## src/rtl/core_mdu_ctrl.sv

```systemverilog
// core_mdu_ctrl -- iterative multiply/divide sequencer for the EX stage.
//
// Takes one MUL or DIV request. It then runs DATA_W steps of a radix-2
// shift-add multiply or a restoring divide. While the op is in flight it
// holds EX through halt_req. The result is presented for one cycle (done)
// so that EX can write it back.
//
// Optional feature: define CORE_MDU_SIGNED_EN to enable signed ops through
// op[1]. Signed operands are converted to magnitudes at start, and the
// sign is fixed in the final step. Without the macro, op[1] is ignored and
// all ops are unsigned.
//
// Ports:
//   clk, rst      core clock; asynchronous active-high reset
//   start         request; op/opa/opb valid this cycle
//   op[0]         0=MUL 1=DIV; op[1] signed (CORE_MDU_SIGNED_EN only)
//   opa, opb      multiplicand/dividend, multiplier/divisor
//   flush         abort the in-flight op
//   halt_req      start | running (combinational, drives ex_halt)
//   busy          running
//   done          result valid, one cycle
//   result        low product / quotient
//   remainder     DIV remainder, 0 for MUL
//   div_zero      DIV by zero, qualified by done
module core_mdu_ctrl #(
  parameter int DATA_W = 32
) (
  input  logic              clk,
  input  logic              rst,
  input  logic              start,
  input  logic [1:0]        op,
  input  logic [DATA_W-1:0] opa,
  input  logic [DATA_W-1:0] opb,
  input  logic              flush,
  output logic              halt_req,
  output logic              busy,
  output logic              done,
  output logic [DATA_W-1:0] result,
  output logic [DATA_W-1:0] remainder,
  output logic              div_zero
);
  localparam int W     = DATA_W;
  localparam int CNT_W = (DATA_W > 1) ? $clog2(DATA_W) : 1;
  localparam logic [CNT_W-1:0] LAST = CNT_W'(DATA_W - 1);

  typedef enum logic [1:0] {S_IDLE, S_RUN, S_DONE} state_e;

  state_e           state_q;
  logic [CNT_W-1:0] cnt_q;
  logic             is_div_q, dz_q, div_zero_q;
  logic [W-1:0]     a_q;        // multiplicand (MUL) or divisor (DIV), magnitude
  logic [2*W-1:0]   acc_q;      // MUL: {product hi, multiplier}; DIV: low half = dividend/quotient
  logic [W-1:0]     rem_q;      // DIV partial remainder (always < divisor)
  logic [W-1:0]     result_q, remainder_q;

  // Operand preparation at start
  logic [W-1:0] mag_a, mag_b;
`ifdef CORE_MDU_SIGNED_EN
  logic neg_res_q, neg_rem_q;
  logic sa, sb;
  assign sa    = op[1] & opa[W-1];
  assign sb    = op[1] & opb[W-1];
  assign mag_a = sa ? -opa : opa;
  assign mag_b = sb ? -opb : opb;
`else
  logic unused_sgn;
  assign unused_sgn = op[1];
  assign mag_a      = opa;
  assign mag_b      = opb;
`endif

  // One iteration of each datapath
  logic [W:0]     mul_sum, div_sh;
  logic [2*W-1:0] mul_nxt;
  logic           div_ge;
  logic [W-1:0]   div_rem_nxt, div_q_nxt;
  logic [W-1:0]   fin_res, fin_rem, dz_rem;

  always_comb begin
    mul_sum     = {1'b0, acc_q[2*W-1:W]} + ({1'b0, a_q} & {(W+1){acc_q[0]}});
    mul_nxt     = {mul_sum, acc_q[W-1:1]};
    // Trial subtract: shift next dividend bit into the partial remainder
    div_sh      = {rem_q, acc_q[W-1]};
    div_ge      = div_sh >= {1'b0, a_q};
    div_rem_nxt = div_ge ? W'(div_sh - {1'b0, a_q}) : div_sh[W-1:0];
    div_q_nxt   = {acc_q[W-2:0], div_ge};
    fin_res     = is_div_q ? div_q_nxt : mul_nxt[W-1:0];
    fin_rem     = is_div_q ? div_rem_nxt : '0;
    dz_rem      = acc_q[W-1:0];
`ifdef CORE_MDU_SIGNED_EN
    // Magnitude results are below 2^W, so MIN/-1 wraps to MIN naturally
    if (neg_res_q) fin_res = -fin_res;
    if (neg_rem_q) begin
      fin_rem = -fin_rem;
      dz_rem  = -dz_rem;
    end
`endif
  end

  always_ff @(posedge clk or posedge rst) begin
    if (rst) begin
      state_q     <= S_IDLE;
      cnt_q       <= '0;
      is_div_q    <= 1'b0;
      dz_q        <= 1'b0;
      div_zero_q  <= 1'b0;
      a_q         <= '0;
      acc_q       <= '0;
      rem_q       <= '0;
      result_q    <= '0;
      remainder_q <= '0;
`ifdef CORE_MDU_SIGNED_EN
      neg_res_q   <= 1'b0;
      neg_rem_q   <= 1'b0;
`endif
    end else begin
      div_zero_q <= 1'b0;  // only ever high during the single DONE cycle
      case (state_q)
        S_RUN: begin
          if (flush) begin
            state_q <= S_IDLE;
          end else if (dz_q) begin
            state_q     <= S_DONE;
            result_q    <= '1;
            remainder_q <= dz_rem;
            div_zero_q  <= 1'b1;
          end else begin
            acc_q <= is_div_q ? {acc_q[2*W-1:W], div_q_nxt} : mul_nxt;
            rem_q <= div_rem_nxt;
            if (cnt_q == LAST) begin
              cnt_q       <= '0;
              state_q     <= S_DONE;
              result_q    <= fin_res;
              remainder_q <= fin_rem;
            end else begin
              cnt_q <= cnt_q + 1'b1;
            end
          end
        end
        default: begin  // IDLE and DONE both accept a new request
          if (start && !flush) begin
            state_q  <= S_RUN;
            cnt_q    <= '0;
            is_div_q <= op[0];
            dz_q     <= op[0] && (opb == '0);
            rem_q    <= '0;
            a_q      <= op[0] ? mag_b : mag_a;
            acc_q    <= {{W{1'b0}}, (op[0] ? mag_a : mag_b)};
`ifdef CORE_MDU_SIGNED_EN
            neg_res_q <= sa ^ sb;
            neg_rem_q <= op[0] & sa;
`endif
          end else begin
            state_q <= S_IDLE;
          end
        end
      endcase
    end
  end

  assign busy      = (state_q == S_RUN);
  assign done      = (state_q == S_DONE);
  assign halt_req  = start | busy;
  assign result    = result_q;
  assign remainder = remainder_q;
  assign div_zero  = div_zero_q;
endmodule
```

## config.mk

```make
export PLATFORM = sky130hd
export DESIGN_NAME = core_mdu_ctrl
export DESIGN_NICKNAME = d
export VERILOG_FILES = /design/src/rtl/core_mdu_ctrl.sv
export SDC_FILE = /design/constraint.sdc
export NUM_CORES = 1
export LEC_CHECK = 0
export ABC_CLOCK_PERIOD_IN_PS = 6600
export CAP_MARGIN = 0
export CORE_MARGIN = 4
export CORE_UTILIZATION = 45
export DETAILED_ROUTE_END_ITERATION = 10
export GPL_TIMING_DRIVEN = 1
export PLACE_DENSITY = 0.74
export SLEW_MARGIN = 20
export SYNTH_ARGS = -nofsm -noshare
export SYNTH_HDL_FRONTEND = slang
export SYNTH_SLANG_ARGS = --single-unit
```

## constraint.sdc

```tcl
create_clock -name clk -period 6.6 [get_ports clk]
set_input_delay 1.32 -clock clk [delete_from_list [all_inputs] [get_ports clk]]
set_output_delay 1.32 -clock clk [all_outputs]
set_load 0.01 [all_outputs]
```

# --- Yosys cells after proc, flatten, opt, wreduce, memory -nomap -nowiden ---
# Cells that the tools add are included.
totals:
  reg_bits: 202
  inputBits: 70
  output_inout_bits: 68
  elab_cells: 67
op_classes:
  addsub: 3
  order_cmp: 1
  n_eq_ne: 7
  muxes: 31
  bitwise: 4
  n_reduce_logical: 10
ops:
  columns: ["operator", "n"]
  rows:
  - ["$mux W32", 13]
  - ["$mux W64", 5]
  - ["$add A32 B33 Y33", 1]
  - ["$and A32 B33 Y33", 1]
  - ["$ge A33 B32 Y1", 1]
  - ["$logic_not A32 Y1", 1]
  - ["$sub A32 B32 Y32", 1]
  - ["$mux W5", 5]
  - ["$mux W2", 4]
  - ["$ne A2 B2 Y1 const B", 3]
  - ["$reduce_and A3 Y1", 2]
  - ["$add A5 B1 Y5 const B", 1]
  - ["$eq A5 B5 Y1 const B", 1]
  - ["$mux W1", 4]
  - ["$ne A4 B2 Y1 const B", 1]
  - ["$reduce_and A4 Y1", 1]
  - ["$reduce_bool A2 Y1", 2]
  - ["$eq A2 B1 Y1 const B", 1]
  - ["$eq A2 B2 Y1 const B", 1]
  - ["$logic_and A1 B1 Y1", 2]
  - ["$not A1 Y1", 2]
  - ["$reduce_and A2 Y1", 1]
  - ["$logic_not A1 Y1", 1]
  - ["$or A1 B1 Y1", 1]

# --- Logic depth before layout (Yosys ltp) ---
# Gate-level depths: netlist of the first run.
depth:
  depth_word: 6
  mapped_depth: 14
  mapped_depth_nobuf: 13

# --- Worst setup path before layout of the first run ---
# Ideal clock, no wire load.
synth_path:
  path_type: "reg2reg"
  from: "register acc_q[0]"
  to: "register acc_q[63]"
  setup_time_ns: 0.082
  arrival_time_ns: 2.873
  t_required_ns: 6.518
  setup_slack_ns: 3.645
  path_stages_with_launch: 15
  n_path_buf: 1
  synth_period_minus_slack_ns: 2.955
  path_cell_list: "dfrtp_1 > clkbuf_1 > and2_1 > ha_1 > inv_1 > fa_1 > nor2b_1 > o31a_1 > o211ai_1 > o2bb2ai_1 > o311ai_1 > or3_1 > a31oi_1 > o21ai_0 > a31oi_1"
synth_via:
  elab_chain_cells: 6
synth_rtl:
  columns: ["item", "line_no", "source"]
  rows:
  - ["from (decl)", "52", "logic [2*W-1:0] acc_q;"]
  - ["from (signal assigned)", "128", "acc_q <= is_div_q ? {acc_q[2*W-1:W], div_q_nxt} : mul_nxt;"]
  - ["from (signal assigned)", "148", "acc_q <= {{W{1'b0}}, (op[0] ? mag_a : mag_b)};"]
  - ["$and A32 B33 Y33", "80", "mul_sum = {1'b0, acc_q[2*W-1:W]} + ({1'b0, a_q} & {(W+1){acc_q[0]}});"]
  - ["$add A32 B33 Y33", "80", null]
  - ["$mux W64", "128", null]
  - ["$mux W64", "122", "end else if (dz_q) begin"]
  - ["$mux W64", "120", "if (flush) begin"]
  - ["$mux W64", "118", "case (state_q)"]
# No other way between the ends. The select of a mux whose other input is x is not followed.
# A chain may end at the register's enable or synchronous reset.

# --- Worst setup path in the final report of the first run ---
layout_path:
  from: "register a_q[28]"
  to: "register remainder_q[17] (netlist: remainder[17])"
layout_via:
  elab_chain_cells: 5
layout_rtl:
  columns: ["item", "line_no", "source"]
  rows:
  - ["from (decl)", "51", "logic [W-1:0] a_q;"]
  - ["from (signal assigned)", "147", "a_q <= op[0] ? mag_b : mag_a;"]
  - ["$ge A33 B32 Y1", "84", "div_ge = div_sh >= {1'b0, a_q};"]
  - ["$mux W32", "85", "div_rem_nxt = div_ge ? W'(div_sh - {1'b0, a_q}) : div_sh[W-1:0];"]
  - ["$mux W32", "88", "fin_rem = is_div_q ? div_rem_nxt : '0;"]
  - ["$mux W32", "130", "if (cnt_q == LAST) begin"]
  - ["$mux W32", "122", null]
  - ["to (signal assigned)", "125", "remainder_q <= dz_rem;"]
  - ["to (signal assigned)", "134", "remainder_q <= fin_rem;"]
  - ["to (decl)", "54", "logic [W-1:0] result_q, remainder_q;"]
# No other way between the ends. The select of a mux whose other input is x is not followed.

==> results of run 1 <==
==> routing by layer <==
metal	up-vias	GRT usage
li1	5814	-
met1	5823	0.313
met2	361	0.406
met3	77	0.0347
met4	0	0.106
met5	-	0
==> placed cells by master (no fill, tap or decap), types with 34 or more instances in the layout <==
master,instances
nand2_1,191
o21ai_0,218
clkdlybuf4s50_1,135
and2_1,34
inv_1,54
a21oi_1,137
mux2i_1,84
nor2_1,95
nand3_1,80
ha_1,66
dfrtp_1,201
==> cells by family after synthesis <==
kind of cell / synth area share
buffers and inverters: 0.0466
AND/OR/NAND/NOR: 0.172
AO/OA/AOI/OAI: 0.220
multiplexers: 0.0906
adder cells (fa/ha/maj): 0.0647
XOR/XNOR: 0.0288
flip-flops: 0.378
==> where the power goes <==
part / switching [mW] / internal, mW
clock network: 0.522 / 0.734
logic: 1.64 / 1.04
registers: 0.199 / 1.44
==> state kept, by name (all words and copies together) (netlist names) <==
signal,flops
state_q,2
result,32
a_q,32
acc_q,64
cnt_q,5
div_zero,1
remainder,32
dz_q,1
rem_q,32
is_div_q,1
==> area by class of cell <==
| class | instances | area (sq um) |
|---|---|---|
| fillers | 2716 | 13400 |
| multi-input cells | 1227 | 7720 |
| flip-flops and latches | 202 | 5060 |
| repair buffers | 148 | 1460 |
| clock buffers | 34 | 667 |
| well taps | 384 | 480 |
| inverters | 57 | 218 |
| clock inverters | 5 | 53.8 |
==> path summary, 6_finish.rpt <==
kind | from | end | slack, ns
setup reg to reg | a_q[28] | remainder[17] | 2.64
setup / recovery | a_q[28] | remainder[17] | 2.64
hold reg to reg | result[10] | result[10] | 0.46
hold / removal | result[10] | result[10] | 0.46
max in group asynchronous | rst | a_q[10] | 4.19
min in group asynchronous | rst | result[19] | 1.33
==> stage by stage <==
| step | cell area [sq um] | setup slack [ns] | utilization | hold WS (ns) |
|---|---|---|---|---|
| after CTS | 15700 | 2.69 | 0.540 | 0.469 |
| after detailed placement | 14900 | 2.27 | 0.515 | 0.456 |
| after global routing | 15700 | 2.38 | 0.540 | 0.502 |
| after global placement | 14900 | 2.33 | 0.515 | 0.455 |
| final | 15700 | 2.64 | 0.540 | 0.463 |
| after floorplan | 13400 | 2.66 | - | 0.445 |
==> worst max-delay path, delay by kind of cell (launching register included) <==
family / cells / cell delay [ns]
buffers and inverters: 1 / 0.10
AND/OR/NAND/NOR: 1 / 0.66
multiplexers: 1 / 0.64
flip-flops: 1 / 0.38
adder cells (fa/ha/maj): 1 / 0.37
AO/OA/AOI/OAI: 7 / 1.67
==> impl_results.md, run 1 <==
* Least-Margin Pin Slew at 1.03 ns
* Net total in the final layout at 1,797
* Largest stage delay on the critical path at 0.66 ns
* Final total power at 5.58 mW
* Cell Rows at 62
* Met2 wire length at 19,200 um
* Fin. max-slew vios at 0
* FFs w/ async S/R, synth at 1.00
* Crit path capture type: flop
* Die area at 32,600 sq um
* Syn avg cell area at 8.45 sq um
* Startpoint Class: flop
* GPL Wtd Cong at 0.989
* GR Overflow Total at 0
* Share of layout cells above drive strength 1 at 0.0640
* Largest area contributor in the netlist: dfrtp_1
* #FFs+latches synth at 202
* Most instantiated library cell after synthesis: o21ai_0
* Yosys cell types at 77
* Pwr Density at 356 nW/um^2
* Setup-failing EPs final at 0
* Placed cell count at 2,018
* Sequential fraction of the synthesis area at 0.378
* DR vias/cell at 5.87
* Synthesized cell area at 13,400 sq um
* RSZ-0062 raised after global routing: no
* Leak at 7.29 nW
* Worst-path clk slew at 0.06 ns
* Initial Util at 0.461
* Largest net degree at the start of global routing at 92
* Vias in the first global route at 11,700
* Drt wl/cell at 19.9 um
* Peak supply drop at 0.000257 V
* Synthesized instance count at 1,585
* CTS root buffer: clkbuf_16
* Cts repair resizes at 0
* Die Y-Extent at 180 um
* CORE AREA at 29,000 sq um
* Worst Skew at 0.0109 ns
* Crit path top cell by count: a21o_1
* EDFF count, synth at 0
* TritonCTS clock tree: done
* Highest metal used: met4
* Post-DRT Antenna Nets at 0
* Ports at 138
* Final WL at 40,900 um
* Net Count, Synth at 1,723
* Critical Path AT at 4.36 ns
* Tot GR Track Use at 0.242
* Dpl hpwl at 30,200 um
* Primary FF master, synth: dfrtp_1
* Period utilisation layout at 0.600
* Htree depth at 1
* Clock Sinks at 202
* CP max FO at 34
* Min-Delay Path Depth at 2
* TritonCTS Buffers at 23
* Worst-path cell chain: inv_1 > ha_1 > a21oi_1 > o21ai_0 > a21o_1 > a21o_1 > a21oi_2 > nand2_2 > mux2i_1 > o311ai_0 > o21a_1
* Chip width at 180 um
* WP data required at 7.00 ns
* Post-Layout Cell Count at 2,057
* Initial antenna violation count at 0
* Slowest cell on crit path: nand2_2
* Layout area overhead at 17.0%
* Max-cap violation count at 0
* Worst rel slew slack at 0.311
* Outcome: complete, no violations
* Area share of the largest cell type after synthesis at 0.378
* Top post-synthesis cells by area: dfrtp_1 (38%), o21ai_0 (8.1%), mux2i_1 (6.3%), ha_1 (6.2%), nand2_1 (5.4%)
* CTS max path bufs at 3
* # hold bufs at CTS at 0
* CP Class: reg2reg
* First-pass GRT wire length at 64,500 um
* ANT cells at 0
* Met1 Routed Length at 17,500 um
* Setup TNS at 0 ns
* Hold Fails Final Rpt at 0
* DR WL met3 at 2070 um
* Maximum clock rate at 253 MHz
* Initial DRC count at 1,037
* Hold WC Path Type: reg2reg
* Reg2Reg Depth at 11
* Skew-Pair Late Insertion Delay at 0.52 ns
* Ys Warns at 0
* Final Critical Period at 3.96 ns
* Number of post-CTS setup repair buffers at 0
* TritonRoute pass-1 iters at 7
* Port bufs at 136
* Via Count at 12,100
* Commonest cells post-synth: o21ai_0 (218), dfrtp_1 (202), nand2_1 (191)
* DRC at 0
Note: power is estimated with default switching activity, not from simulation.
==> run 2, diff against run 1 <==
--- a/config.mk
+++ b/config.mk
@@ -5,7 +5,7 @@
 export SDC_FILE = /design/constraint.sdc
 export NUM_CORES = 1
 export LEC_CHECK = 0
-export ABC_CLOCK_PERIOD_IN_PS = 6600
+export ABC_CLOCK_PERIOD_IN_PS = 3500
 export CAP_MARGIN = 0
 export CORE_MARGIN = 4
 export CORE_UTILIZATION = 45
==> constraint.sdc (replaced) <==
create_clock -name clk -period 3.5 [get_ports clk]
set_input_delay 0.7 -clock clk [delete_from_list [all_inputs] [get_ports clk]]
set_output_delay 0.7 -clock clk [all_outputs]
set_load 0.01 [all_outputs]
==> run 2 against run 1 <==
  * Clock skew grew 0.0021 ns
  * Register-to-register slack got worse by 2.4 ns
  * Largest power group unchanged
  * Hold slack improved by 0.0036 ns
  * Die area stayed put
  * Critical endpoint is now rem_q[24]
  * Critical path type unchanged
  * Clock power grew 92%
  * Flip-flop and latch count unchanged
==> impl_results.md, run 2 (synthesized netlist as in run 1, its figures left out) <==
* Maximum clock rate at 303 MHz (was 253 MHz)
* Number of post-CTS setup repair buffers at 0 (unchanged)
* Setup TNS at 0 ns (unchanged)
* DRC at 0 (unchanged)
* Net total in the final layout at 1,835 (was 1,797)
* CP Class: reg2reg (unchanged)
* Chip width at 180 um (unchanged)
* TritonCTS Buffers at 23 (unchanged)
* # hold bufs at CTS at 0 (unchanged)
* Ports at 138 (unchanged)
* Cts repair resizes at 0 (unchanged)
* Die Y-Extent at 180 um (unchanged)
* ANT cells at 0 (unchanged)
* Worst rel slew slack at 0.488 (was 0.311)
* Critical Path AT at 3.70 ns (was 4.36 ns)
* Crit path capture type: flop (unchanged)
* Layout area overhead at 19.7% (was 17.0%)
* Leak at 7.49 nW (was 7.29 nW)
* Min-Delay Path Depth at 2 (unchanged)
* Highest metal used: met4 (unchanged)
* Max-cap violation count at 0 (unchanged)
* Tot GR Track Use at 0.253 (was 0.242)
* DR vias/cell at 5.89 (was 5.87)
* Via Count at 12,300 (was 12,100)
* Leading cell type in the layout, fill and taps excluded: o21ai_0 (unchanged)
* Met1 Routed Length at 17,300 um (was 17,500 um)
* WP data required at 3.89 ns (was 7.00 ns)
* GR Overflow Total at 0 (unchanged)
* Skew-Pair Late Insertion Delay at 0.52 ns (about the same)
* CORE AREA at 29,000 sq um (unchanged)
* Share of layout cells above drive strength 1 at 0.0894 (was 0.0640)
* Clock Sinks at 202 (unchanged)
* Final Util at 0.553 (was 0.540)
* Met2 wire length at 19,400 um (was 19,200 um)
* Worst Skew at 0.0130 ns (was 0.0109 ns)
* Htree depth at 1 (unchanged)
* RSZ-0062 raised after global routing: no (unchanged)
* First-pass GRT wire length at 67,000 um (was 64,500 um)
* Reg2Reg Depth at 13 (was 11)
* TritonCTS clock tree: done (unchanged)
* Initial DRC count at 808 (was 1,037)
* TritonRoute pass-1 iters at 8 (was 7)
* Period utilisation layout at 0.944 (was 0.600)
* GPL Wtd Cong at 0.938 (was 0.989)
* Largest net degree at the start of global routing at 130 (was 92)
* Post-DRT Antenna Nets at 0 (unchanged)
* Vias in the first global route at 12,300 (was 11,700)
* CP max FO at 4 (was 34)
* Final WL at 42,100 um (was 40,900 um)
* Dpl hpwl at 32,000 um (was 30,200 um)
* Least-Margin Pin Slew at 0.768 ns (was 1.03 ns)
* Cell Rows at 62 (unchanged)
* Worst-path clk slew at 0.06 ns (about the same)
* Largest reg by FF count: acc_q (unchanged)
* Initial antenna violation count at 0 (unchanged)
* Fin. max-slew vios at 0 (unchanged)
* Pwr Density at 670 nW/um^2 (was 356 nW/um^2)
* Final Critical Period at 3.30 ns (was 3.96 ns)
* Setup-failing EPs final at 0 (unchanged)
* Die area at 32,600 sq um (unchanged)
* CTS max path bufs at 3 (unchanged)
* Outcome: complete, no violations (unchanged)
* Commonest cells after routing, fill and taps aside: o21ai_0 (218), dfrtp_1 (200), nand2_1 (191) (was o21ai_0 (218), dfrtp_1 (201), nand2_1 (191))
* CTS root buffer: clkbuf_16 (unchanged)
* Initial Util at 0.461 (unchanged)
* Drt wl/cell at 20.1 um (was 19.9 um)
* Port bufs at 136 (unchanged)
* Hold WC Path Type: reg2reg (unchanged)
* Peak supply drop at 0.000466 V (was 0.000257 V)
* Startpoint Class: flop (unchanged)
* Hold Fails Final Rpt at 0 (unchanged)
* Max FFs per register at 64 (unchanged)
* DR WL met3 at 2540 um (was 2070 um)
-- run 2: cell types whose count changed in the layout (fill, tap and decap cells not counted), sizes merged --
cell	previous run	this run
clkinvlp	1	3
clkbuf	34	32
buf	13	51
clkinv	3	4
-- run 2: worst paths after layout --
| check | start | endpoint | slack [ns] |
|---|---|---|---|
| worst max-delay path | acc_q[31] | rem_q[24] | 0.20 |
| worst min-delay path | result[13] | result[13] | 0.47 |
| worst max register to register | acc_q[31] | rem_q[24] | 0.20 |
| worst min register to register | result[13] | result[13] | 0.47 |
| max in group asynchronous | rst | remainder[10] | 2.29 |
| min in group asynchronous | rst | result[21] | 0.49 |
-- run 2: per-stage QoR --
| step | hold WS [ns] | std cells | area [sq um] | power, mW | worst slack (ns) |
|---|---|---|---|---|---|
| after floorplan | 0.445 | 1585 | 13400 | 6.83 | 0.184 |
| after global placement | 0.451 | 2056 | 15300 | 8.12 | 0.222 |
| after detailed placement | 0.455 | 2056 | 15300 | 8.25 | 0.123 |
| after CTS | 0.468 | 2096 | 16000 | 10.7 | 0.105 |
| after global routing | 0.491 | 2096 | 16000 | 11.4 | 0.0125 |
| final | 0.466 | 2096 | 16000 | 10.7 | 0.197 |
-- run 2: where the power goes --
part | internal, mW | switching [mW] | total (mW)
Combinational | 2.07 | 3.17 | 5.24
Sequential | 2.71 | 0.376 | 3.08
Clock | 1.40 | 1.01 | 2.42
Total | 6.18 | 4.56 | 10.7
-- run 2: critical path, stage by stage (launching register included) --
cell	delay (ns)
dfrtp_1	0.41
inv_1	0.17
ha_1	0.19
inv_1	0.05
fa_1	0.43
a211oi_1	0.31
o21ai_0	0.15
o211ai_1	0.14
a21boi_1	0.18
o211ai_1	0.25
a21oi_1	0.15
or3_1	0.33
a31oi_1	0.29
o21ai_0	0.12
-- run 2: area by class of cell --
class	instances	area [sq um]
Timing Repair Buffer	186	1800
Sequential cell	202	5060
Clock buffer	32	669
Clock inverter	8	73.8
Tap cell	384	480
Inverter	57	218
Multi-Input combinational cell	1227	7740
Fill cell	2642	13000
-- run 2: routing by layer --
layer  vias to the layer above  GRT usage
met1                      5930      0.325
met4                         0      0.145
met5                         -          0
met2                       423      0.407
met3                       110     0.0386
li1                       5874          -
